==> config.mk <==
export PLATFORM = sky130hd
export DESIGN_NAME = fetch_stage_flat
export DESIGN_NICKNAME = d
export VERILOG_FILES = /design/src/rtl/fetch_stage_if.sv /design/src/rtl/fetch_stage.sv /design/src/flat_wrapper.sv
export SDC_FILE = /design/constraint.sdc
export NUM_CORES = 1
export LEC_CHECK = 0
export ABC_CLOCK_PERIOD_IN_PS = 1800
export BUFFER_PORTS_ARGS = -buffer_cell sky130_fd_sc_hd__buf_2
export CAP_MARGIN = 10
export CELL_PAD_IN_SITES_DETAIL_PLACEMENT = 0
export CELL_PAD_IN_SITES_GLOBAL_PLACEMENT = 1
export CORE_ASPECT_RATIO = 0.75
export CORE_MARGIN = 2
export CORE_UTILIZATION = 34
export DETAILED_ROUTE_END_ITERATION = 8
export PLACE_DENSITY = 0.78
export REMOVE_ABC_BUFFERS = 1
export SYNTH_ARGS = -nofsm -noshare
export SYNTH_HDL_FRONTEND = slang
export SYNTH_SLANG_ARGS = --single-unit
==> constraint.sdc <==
create_clock -name clk -period 1.8 [get_ports clk]
set_clock_uncertainty 0.15 [all_clocks]
set_input_delay 0.27 -clock clk [delete_from_list [all_inputs] [get_ports clk]]
set_output_delay 0.27 -clock clk [all_outputs]
set_load 0.005 [all_outputs]
==> src/rtl/fetch_stage_if.sv <==
// Hazard-control, instruction-memory and IF/ID signal bundle for fetch_stage.
interface fetch_stage_if #(
   parameter int PC_W    = 16,
   parameter int INSTR_W = 16
);
   logic               pc_write_en;
   logic               if_id_write_en;
   logic               if_id_clean;
   logic               doJump;
   logic [PC_W-1:0]    jump_target;
   logic [PC_W-1:0]    imem_addr;
   logic [INSTR_W-1:0] imem_rdata;
   logic [INSTR_W-1:0] if_id_instr;
   logic [PC_W-1:0]    if_id_pc_plus1;
   logic               if_id_valid;
   logic               run;
   logic               halted;

   modport master (
      output pc_write_en, if_id_write_en, if_id_clean, doJump, jump_target, imem_rdata,
      input  imem_addr, if_id_instr, if_id_pc_plus1, if_id_valid, run, halted
   );

   modport slave (
      input  pc_write_en, if_id_write_en, if_id_clean, doJump, jump_target, imem_rdata,
      output imem_addr, if_id_instr, if_id_pc_plus1, if_id_valid, run, halted
   );
endinterface

==> src/rtl/fetch_stage.sv <==
// Fetch stage: PC, IF/ID register and HLT drain/halt FSM driven by the hazard unit.
// Optional perf counters enabled with `define FETCH_PERF_CNT_EN.
module fetch_stage #(
   parameter int                  PC_W         = 16,
   parameter int                  INSTR_W      = 16,
   parameter logic [PC_W-1:0]     RESET_PC     = 16'h0000,
   parameter logic [INSTR_W-1:0]  NOP_INSTR    = 16'h0000,
   parameter logic [3:0]          HLT_OPCODE   = 4'hF,
   parameter int                  DRAIN_CYCLES = 4
) (
   input  logic           clk,
   input  logic           rst_n,
   fetch_stage_if.slave   bus
`ifdef FETCH_PERF_CNT_EN
   ,
   output logic [15:0]    perf_stall_cnt,
   output logic [15:0]    perf_flush_cnt,
   output logic [15:0]    perf_fetch_cnt
`endif
);
   localparam int CNT_W = $clog2(DRAIN_CYCLES + 1);

   typedef enum logic [1:0] {S_RUN, S_DRAIN, S_HALTED} state_t;

   state_t             state_q, state_d;
   logic [CNT_W-1:0]   cnt_q, cnt_d;
   logic [PC_W-1:0]    pc_q, pc_d, pc_plus1;
   logic [INSTR_W-1:0] instr_q, instr_d;
   logic [PC_W-1:0]    pp1_q, pp1_d;
   logic               valid_q, valid_d;
   logic               run_q, halted_q;
   logic               hlt_fetch, flush, fetch_load;

   assign pc_plus1  = pc_q + 1'b1;
   assign flush     = bus.if_id_clean || bus.doJump;
   assign hlt_fetch = (state_q == S_RUN) && (bus.imem_rdata[INSTR_W-1 -: 4] == HLT_OPCODE);

   always_comb begin
      state_d    = state_q;
      cnt_d      = cnt_q;
      pc_d       = pc_q;
      instr_d    = instr_q;
      pp1_d      = pp1_q;
      valid_d    = valid_q;
      fetch_load = 1'b0;
      // HALTED freezes everything until reset
      if (state_q != S_HALTED) begin
         if (bus.doJump)
            pc_d = bus.jump_target;
         else if (state_q == S_RUN && bus.pc_write_en && !hlt_fetch)
            pc_d = pc_plus1;

         if (flush) begin
            instr_d = NOP_INSTR;
            valid_d = 1'b0;
         end else if (bus.if_id_write_en) begin
            if (state_q == S_RUN) begin
               instr_d    = bus.imem_rdata;
               pp1_d      = pc_plus1;
               valid_d    = 1'b1;
               fetch_load = 1'b1;
            end else begin
               instr_d = NOP_INSTR;
               valid_d = 1'b0;
            end
         end

         case (state_q)
            S_RUN: begin
               if (hlt_fetch && bus.if_id_write_en && !flush) begin
                  state_d = S_DRAIN;
                  cnt_d   = CNT_W'(DRAIN_CYCLES);
               end
            end
            S_DRAIN: begin
               // a jump means the HLT sat in a squashed shadow
               if (bus.doJump) begin
                  state_d = S_RUN;
                  cnt_d   = '0;
               end else if (bus.if_id_write_en) begin
                  cnt_d = cnt_q - 1'b1;
                  if (cnt_q == CNT_W'(1)) state_d = S_HALTED;
               end
            end
            default: ;
         endcase
      end
   end

   always_ff @(posedge clk or negedge rst_n) begin
      if (!rst_n) begin
         state_q  <= S_RUN;
         cnt_q    <= '0;
         pc_q     <= RESET_PC;
         instr_q  <= NOP_INSTR;
         pp1_q    <= '0;
         valid_q  <= 1'b0;
         run_q    <= 1'b1;
         halted_q <= 1'b0;
      end else begin
         state_q  <= state_d;
         cnt_q    <= cnt_d;
         pc_q     <= pc_d;
         instr_q  <= instr_d;
         pp1_q    <= pp1_d;
         valid_q  <= valid_d;
         run_q    <= (state_d != S_HALTED);
         halted_q <= (state_d == S_HALTED);
      end
   end

   assign bus.imem_addr      = pc_q;
   assign bus.if_id_instr    = instr_q;
   assign bus.if_id_pc_plus1 = pp1_q;
   assign bus.if_id_valid    = valid_q;
   assign bus.run            = run_q;
   assign bus.halted         = halted_q;

`ifdef FETCH_PERF_CNT_EN
   logic stall_ev, flush_ev;
   assign stall_ev = !bus.pc_write_en && (state_q == S_RUN) && !bus.doJump;
   assign flush_ev = flush && (state_q != S_HALTED);

   always_ff @(posedge clk or negedge rst_n) begin
      if (!rst_n) begin
         perf_stall_cnt <= '0;
         perf_flush_cnt <= '0;
         perf_fetch_cnt <= '0;
      end else begin
         if (stall_ev   && perf_stall_cnt != 16'hFFFF) perf_stall_cnt <= perf_stall_cnt + 16'd1;
         if (flush_ev   && perf_flush_cnt != 16'hFFFF) perf_flush_cnt <= perf_flush_cnt + 16'd1;
         if (fetch_load && perf_fetch_cnt != 16'hFFFF) perf_fetch_cnt <= perf_fetch_cnt + 16'd1;
      end
   end
`endif
endmodule

==> src/flat_wrapper.sv <==
// flat-port wrapper written by rule: the top's interface ports become plain ports
module fetch_stage_flat 
#(
   parameter int                  PC_W         = 16,
   parameter int                  INSTR_W      = 16,
   parameter logic [PC_W-1:0]     RESET_PC     = 16'h0000,
   parameter logic [INSTR_W-1:0]  NOP_INSTR    = 16'h0000,
   parameter logic [3:0]          HLT_OPCODE   = 4'hF,
   parameter int                  DRAIN_CYCLES = 4
)
  (clk, rst_n, bus_pc_write_en, bus_if_id_write_en, bus_if_id_clean, bus_doJump, bus_jump_target, bus_imem_rdata, bus_imem_addr, bus_if_id_instr, bus_if_id_pc_plus1, bus_if_id_valid, bus_run, bus_halted);
  fetch_stage_if #(.PC_W(PC_W), .INSTR_W(INSTR_W)) bus_i ();
  input  logic clk;
  input  logic rst_n;
  input wire logic [$bits(bus_i.pc_write_en)-1:0] bus_pc_write_en;
  input wire logic [$bits(bus_i.if_id_write_en)-1:0] bus_if_id_write_en;
  input wire logic [$bits(bus_i.if_id_clean)-1:0] bus_if_id_clean;
  input wire logic [$bits(bus_i.doJump)-1:0] bus_doJump;
  input wire logic [$bits(bus_i.jump_target)-1:0] bus_jump_target;
  input wire logic [$bits(bus_i.imem_rdata)-1:0] bus_imem_rdata;
  output wire logic [$bits(bus_i.imem_addr)-1:0] bus_imem_addr;
  output wire logic [$bits(bus_i.if_id_instr)-1:0] bus_if_id_instr;
  output wire logic [$bits(bus_i.if_id_pc_plus1)-1:0] bus_if_id_pc_plus1;
  output wire logic [$bits(bus_i.if_id_valid)-1:0] bus_if_id_valid;
  output wire logic [$bits(bus_i.run)-1:0] bus_run;
  output wire logic [$bits(bus_i.halted)-1:0] bus_halted;
  assign bus_i.pc_write_en = bus_pc_write_en;
  assign bus_i.if_id_write_en = bus_if_id_write_en;
  assign bus_i.if_id_clean = bus_if_id_clean;
  assign bus_i.doJump = bus_doJump;
  assign bus_i.jump_target = bus_jump_target;
  assign bus_i.imem_rdata = bus_imem_rdata;
  assign bus_imem_addr = bus_i.imem_addr;
  assign bus_if_id_instr = bus_i.if_id_instr;
  assign bus_if_id_pc_plus1 = bus_i.if_id_pc_plus1;
  assign bus_if_id_valid = bus_i.if_id_valid;
  assign bus_run = bus_i.run;
  assign bus_halted = bus_i.halted;
  fetch_stage #(.PC_W(PC_W), .INSTR_W(INSTR_W), .RESET_PC(RESET_PC), .NOP_INSTR(NOP_INSTR), .HLT_OPCODE(HLT_OPCODE), .DRAIN_CYCLES(DRAIN_CYCLES)) u_core (.clk(clk), .rst_n(rst_n), .bus(bus_i));
endmodule
# After elaboration in Yosys (flattened, before gate mapping)
# Cells that the tools add are included.
# op_classes
add_sub_neg	2
n_eq_ne	8
mux	18
bitwise	1
n_reduce_logical	16
# op_table
op	count
16-bit two-way mux	5
16-bit by 1-bit adder with 16-bit output (second input constant)	1
2-bit two-way mux	5
3-bit two-way mux	3
4-bit AND reduction	2
2-bit != test (second input constant)	3
3-bit one-hot mux with 2 select lines	1
2-bit nonzero test	3
1-bit logical AND	5
4-bit equality test (second input constant)	1
2-bit one-hot mux with 2 select lines	1
2-bit AND reduction	2
3-bit by 1-bit equality test with 1-bit output (second input constant)	1
1-bit two-way mux	3
3-bit != test (second input constant)	1
3-bit by 1-bit subtractor with 3-bit output (second input constant)	1
2-bit by 1-bit equality test with 1-bit output (second input constant)	1
2-bit equality test (second input constant)	1
1-bit zero test	2
2-bit zero test	1
1-bit logical OR	1
1-bit NOT	1
# totals
regBits	56
output_inout_bits	51
wordCells	53

# Depth between registers and ports, before layout
# Gate-level depths: netlist of run 1.
# depth
word_depth	8
depth_mapped	7

# Worst setup path before layout of run 1
# Ideal clock, no wire load.
# synth_timing
path_kind	flip-flop to flip-flop
from	register u_core.state_q[0]
to	register u_core.pc_q[1], in the netlist u_core.bus.imem_addr[1]
arrival_ps	1470
required_ps	1515
path_slack_ps	45
path_stages_with_launch	8
period_less_slack_ps	1755
cell_sequence	dfrtp_1 > buf_6 > or3b_4 > buf_6 > a2bb2oi_2 > buf_2 > nand2_1 > o21ai_0
# synth_via
elab_chain_cells	6
elab_cells_between_ends	8
cone_classes	eq/ne (1); reduce/logical (7)
# synth_lines
element	line_no	rtl
from (decl)	fetch_stage.sv:25	state_t state_q, state_d;
from (signal assigned)	fetch_stage.sv:101	state_q <= state_d;
2-bit zero test	fetch_stage.sv:36, fetch_stage.sv:50	
1-bit logical AND	fetch_stage.sv:36	assign hlt_fetch = (state_q == S_RUN) && (bus.imem_rdata[INSTR_W-1 -: 4] == HLT_OPCODE);
1-bit zero test	fetch_stage.sv:50	else if (state_q == S_RUN && bus.pc_write_en && !hlt_fetch)
1-bit logical AND	fetch_stage.sv:50	
2-bit nonzero test (no line)	--	
2-bit AND reduction (no line) (*)	--	
to (signal assigned)	fetch_stage.sv:103	pc_q <= pc_d;
to (decl)	fetch_stage.sv:27	logic [PC_W-1:0] pc_q, pc_d, pc_plus1;
# Every way passes the cells marked *; elsewhere a longest branch is shown, timed or not.
# A chain may end at the register's enable or synchronous reset.

# Worst setup path in the final report of run 1
# layout_timing
from	register u_core.state_q[0]
to	register u_core.pc_q[14], in the netlist u_core.bus.imem_addr[14]
# Same word-level chain as after synthesis.

==> flow_summary.json, run 1 <==
{
  "hold_class": "input port to flip-flop",
  "antenna_found_initial": 0,
  "async_reset_ff_share_pct": 100,
  "grt_overflow": 0,
  "tns_ns": 0,
  "worst_slew_pin_slew_ns": 0.460,
  "viasPerCell": 5.14,
  "grt_setup_unrepaired": "no",
  "top_layer": "met4",
  "first_pass_iters": 4,
  "cts_root_buffer": "clkbuf_8",
  "fill_cells": 786,
  "num_vias": 2538,
  "cts.path.max_buffers": 2,
  "initial_core_util_pct": 35.4,
  "coreArea_um2": 7950,
  "clkSinkCount": 56,
  "synthDistinctLibCells": 51,
  "yosys_most_used_dff": "dfrtp_1",
  "area_delta_synth_final_pct": 30.3,
  "drv_cap": 0,
  "ios": 89,
  "drtIter0Drc": 128,
  "path_class": "flip-flop to flip-flop",
  "wl_met3_um": 683,
  "synth_area_um2": 2820,
  "die_area_um2": 9030,
  "final_cell_mix": "88 x buf_2, 55 x dfrtp_1, 38 x nand2_1, 25 x buf_4, 19 x o21ai_0",
  "drive_gt1_share_pct": 35.5,
  "synth_area_leaders": "dfrtp_1 49%, nand2_1 5.2%, a22o_1 5.0%",
  "grt_first_pass_wirelength_um": 12100,
  "detailed_place_hpwl_um": 5510,
  "syn_inst": 286,
  "fin_crit_sh_pct": 96.4,
  "pwr_density_cell_nw_per_um2": 834,
  "ir_drop_uv": 398,
  "ant_nets": 0,
  "yosysWarningCount": 0,
  "dr_wl_met2_um": 3290,
  "yosysTopAreaCell": "dfrtp_1",
  "worstPathArrival_ns": 1.78,
  "final_common_cell": "buf_2",
  "numCtsBuffers": 5,
  "p_leak_nw": 1.76,
  "final_util_pct": 46.1,
  "cp.required_ns": 1.85,
  "regArea_um2": 1400,
  "m1WireLength_um": 3500,
  "clk_latency_ns": 0.31,
  "port_buffers": 88,
  "rows": 28,
  "wl_per_cell_um": 15.2,
  "die_w_um": 109,
  "slew_headroom_pct": 69.0,
  "seq_area_frac_synth_pct": 49.8,
  "status": "finished clean",
  "critPathMaxFanout": 5,
  "setup_viol": 0,
  "cts_tree": "built",
  "first_global_vias": 2386,
  "grtUsageTotal_pct": 16.7,
  "synth_edf_count": 0,
  "fin_nets": 429,
  "synth.top_cell.area_share_pct": 48.9,
  "die_y_um": 82.8,
  "avgSynthCellArea_um2": 9.84,
  "wl_um": 7510,
  "hold_viol": 0,
  "gp_congestion": 0.820,
  "drc": 0,
  "fin_total_pwr_mw": 3.06,
  "max_freq_ghz": 0.576,
  "fin_crit_ns": 1.74,
  "cts_max_level": 2,
  "rr_worst_depth": 5,
  "synth_seq_cells": 56,
  "antennaDiodeCount": 0,
  "clk_pin_slew_worst_paths_ns": 0.10,
  "multiInputGateArea_um2": 1300,
  "holdPathStages": 2,
  "grt_max_degree": 57,
  "endpoint_kind": "flip-flop",
  "drv_slew": 0,
  "cp-start-kind": "flip-flop"
}
==> per-stage QoR <==
stage	instances	instance area, um^2	setup slack, ns	hold slack (ns)
after detailed placement	484	3510	0.0767	0.149
after floorplan	264	2700	0.0393	-0.176
after global placement	484	3510	0.0585	0.144
final	494	3670	0.0650	0.0244
after CTS	493	3630	0.0215	0.0162
after global routing	494	3670	0.00460	0.00993
==> metal layers <==
metal / up-vias / track usage (%)
li1: 1236 / -
met1: 1191 / 24.8
met2: 106 / 24.3
met3: 5 / 5.02
met4: 0 / 2.80
met5: - / 0
==> report_power, final <==
group,switching (mW),internal (mW)
sequential,0.104,1.40
clock,0.431,0.422
combinational,0.363,0.336
total,0.898,2.16
==> worst paths after layout <==
path	start	endpoint	slack, ns
max	u_core.state_q[0]	u_core.bus.imem_addr[14]	0.06
min reg2reg	u_core.bus.if_id_pc_plus1[7]	u_core.bus.if_id_pc_plus1[7]	0.33
min in group asynchronous	rst_n	u_core.bus.if_id_pc_plus1[6]	0.33
min	bus_imem_rdata[8]	u_core.bus.if_id_instr[8]	0.02
max in group asynchronous	rst_n	u_core.bus.run	0.87
max reg2reg	u_core.state_q[0]	u_core.bus.imem_addr[14]	0.06
==> critical path, cell delays in order, from the launching register on <==
cell	delay, ns
dfrtp_1	0.43
or3b_4	0.46
nor4_4	0.17
buf_4	0.16
and4_2	0.21
nor3_1	0.05
==> Yosys cell counts (7+ instances only) <==
cell type / instances
nor4_1: 9
xnor2_1: 12
nor3_1: 7
a21oi_1: 11
o21ai_0: 19
nand2_1: 39
buf_2: 7
clkbuf_1: 11
dfrtp_1: 55
inv_1: 7
nor2_1: 16
a22o_1: 16
==> registers in the layout, indices dropped and copies added (netlist names) <==
name,flops
u_core.bus.halted,1
u_core.state_q,2
u_core.bus.if_id_instr,16
u_core.bus.run,1
u_core.cnt_q,3
u_core.bus.if_id_valid,1
u_core.bus.imem_addr,16
u_core.bus.if_id_pc_plus1,16
==> area by class of cell <==
type,instances,share of cell area (%)
multi-input cells,201,35.4
inverters,7,0.716
flip-flops and latches,56,38.2
clock buffers,6,1.98
well taps,105,3.58
repair buffers,117,19.0
clock inverters,2,1.06
==> kinds of logic (layout without fill, tap and decap cells) <==
group / after synthesis / after routing / synth area share, %
and+or+nand+nor: 102 / 102 / 19.3
AOI/OAI and AO/OA: 80 / 80 / 19.5
DFF: 56 / 56 / 49.8
buffers and inverters: 29 / 132 / 4.98
xor gates and xnor gates: 13 / 13 / 4.04
adders and majority gates: 3 / 3 / 1.33
muxes: 3 / 3 / 1.07
==> what timing repair did <==
item	in CTS	in global routing
hold endpoints to repair	55	0
hold buffers	1	0
buffers inserted	0	1
resized for setup	0	6
endpoints found under the setup margin	0	24
(Power assumes the default switching activity.)
==> run 2, diff against run 1 <==
- CELL_PAD_IN_SITES_DETAIL_PLACEMENT: 0 -> 1
==> run 2 against run 1 <==
Total power decreased by 2.5%. Sequential share of layout area increased by 0.078 points. Sequential power about the same. Critical path depth unchanged. Hold slack got worse by 0.0016 ns. Via count increased by 3.6%.
==> flow_summary.json, run 2 (same netlist as run 1, synthesis figures left out) <==
{
  "fin_crit_ns": 1.75,
  "ios": 89,
  "hold_class": "input port to flip-flop",
  "ir_drop_uv": 343,
  "cp-start-kind": "flip-flop",
  "setup_viol": 0,
  "wl_per_cell_um": 17.0,
  "die_area_um2": 9030,
  "cp.required_ns": 1.86,
  "path_class": "flip-flop to flip-flop",
  "grt_setup_unrepaired": "yes",
  "crit_chain": "or3b_4 > a2bb2oi_2 > buf_12 > o21ai_0 > o21ai_1",
  "dp_cells": 484,
  "final_cell_mix": "88 x buf_2, 55 x dfrtp_1, 38 x nand2_1, 26 x buf_4, 18 x o21ai_0",
  "critPathMaxFanout": 18,
  "worstPathArrival_ns": 1.80,
  "antenna_found_initial": 0,
  "cts_tree": "built",
  "area_delta_synth_final_pct": 30.0,
  "gp_congestion": 0.820,
  "antennaDiodeCount": 0,
  "wl_um": 8400,
  "ant_nets": 0,
  "rows": 28,
  "whs_ns": 0.0228,
  "drc": 0,
  "final_common_cell": "buf_2",
  "fin_area_um2": 3660,
  "drv_cap": 0,
  "place_area_um2": 3510,
  "status": "finished clean",
  "grtUsageTotal_pct": 19.2,
  "cts_root_buffer": "clkbuf_8",
  "viasPerCell": 5.31,
  "fin_crit_sh_pct": 97.0,
  "first_pass_iters": 4,
  "first_global_vias": 2707,
  "fin_cells": 495,
  "initial_core_util_pct": 35.4,
  "tns_ns": 0,
  "endpoint_kind": "flip-flop",
  "grt_overflow": 0,
  "numCtsBuffers": 5,
  "port_buffers": 88,
  "coreArea_um2": 7950,
  "cts.path.max_buffers": 2,
  "num_vias": 2629,
  "clkSinkCount": 56,
  "drive_gt1_share_pct": 35.9,
  "cts_max_level": 2,
  "slew_headroom_pct": 68.8,
  "worst_slew_pin_slew_ns": 0.468,
  "multiInputGateArea_um2": 1300,
  "fin_nets": 430,
  "grt_first_pass_wirelength_um": 13800,
  "clk_pin_slew_worst_paths_ns": 0.10,
  "die_y_um": 82.8,
  "die_w_um": 109,
  "hold_viol": 0,
  "cp_top_family": "simple AND/OR/NAND/NOR gates",
  "max_freq_ghz": 0.573,
  "cpMaxStageDelayCell": "or3b_4",
  "pwr_density_cell_nw_per_um2": 814,
  "drtIter0Drc": 106,
  "detailed_place_hpwl_um": 6140,
  "crit_buf_inv": 1,
  "final_util_pct": 46.0,
  "clk_latency_ns": 0.32,
  "grt_max_degree": 57,
  "fill_cells": 943,
  "drv_slew": 0,
  "regArea_um2": 1400,
  "critical_path.max_stage_delay_ns": 0.46,
  "p_leak_nw": 1.76
}
## run 2: timing repair
| item | CTS | global route |
|---|---|---|
| endpoints found under the hold margin | 55 | 0 |
| buffers inserted | 0 | 2 |
| hold buffers | 1 | 0 |
| setup endpoints to repair | 0 | 26 |
| resized for setup | 0 | 7 |
## run 2: path summary, 6_finish.rpt
check                                         startpoint                            end  slack, ns  cells past startpoint
setup / recovery                       u_core.state_q[0]        u_core.bus.imem_addr[4]       0.05                      5
hold / removal                         bus_imem_rdata[6]      u_core.bus.if_id_instr[6]       0.02                      2
setup reg to reg                       u_core.state_q[0]        u_core.bus.imem_addr[4]       0.05                      5
hold reg to reg            u_core.bus.if_id_pc_plus1[15]  u_core.bus.if_id_pc_plus1[15]       0.33                      2
max in group asynchronous                          rst_n                 u_core.bus.run       0.87                      3
min in group asynchronous                          rst_n   u_core.bus.if_id_pc_plus1[8]       0.32                      3
## run 2: routing by layer
layer / share of wire, % / up-vias / global-route usage, %
met5: 0 / - / 0
met4: 1.2 / 0 / 4.43
met3: 6.2 / 12 / 4.79
met2: 46 / 77 / 30.1
met1: 47 / 1304 / 26.6
li1: - / 1236 / -
## run 2: report_power, final
| part | internal (mW) | switching (mW) |
|---|---|---|
| sequential | 1.40 | 0.110 |
| combinational | 0.336 | 0.377 |
| clock | 0.316 | 0.439 |
## run 2: metrics by stage
stage / worst slack [ns] / total power [mW]
final: 0.0544 / 2.98
after global routing: -0.0125 / 3.16
after CTS: 0.00629 / 3.00
after detailed placement: 0.0517 / 2.25
after global placement: 0.0585 / 2.21
after floorplan: 0.0393 / 1.83
## run 2: cell type report
cell class                      count  share of cell area (%)
Clock buffer                        6                    2.26
Clock inverter                      2                   0.376
Inverter                            7                   0.718
Multi-Input combinational cell    201                    35.5
Sequential cell                    56                    38.3
Tap cell                          105                    3.59
Timing Repair Buffer              118                    19.3
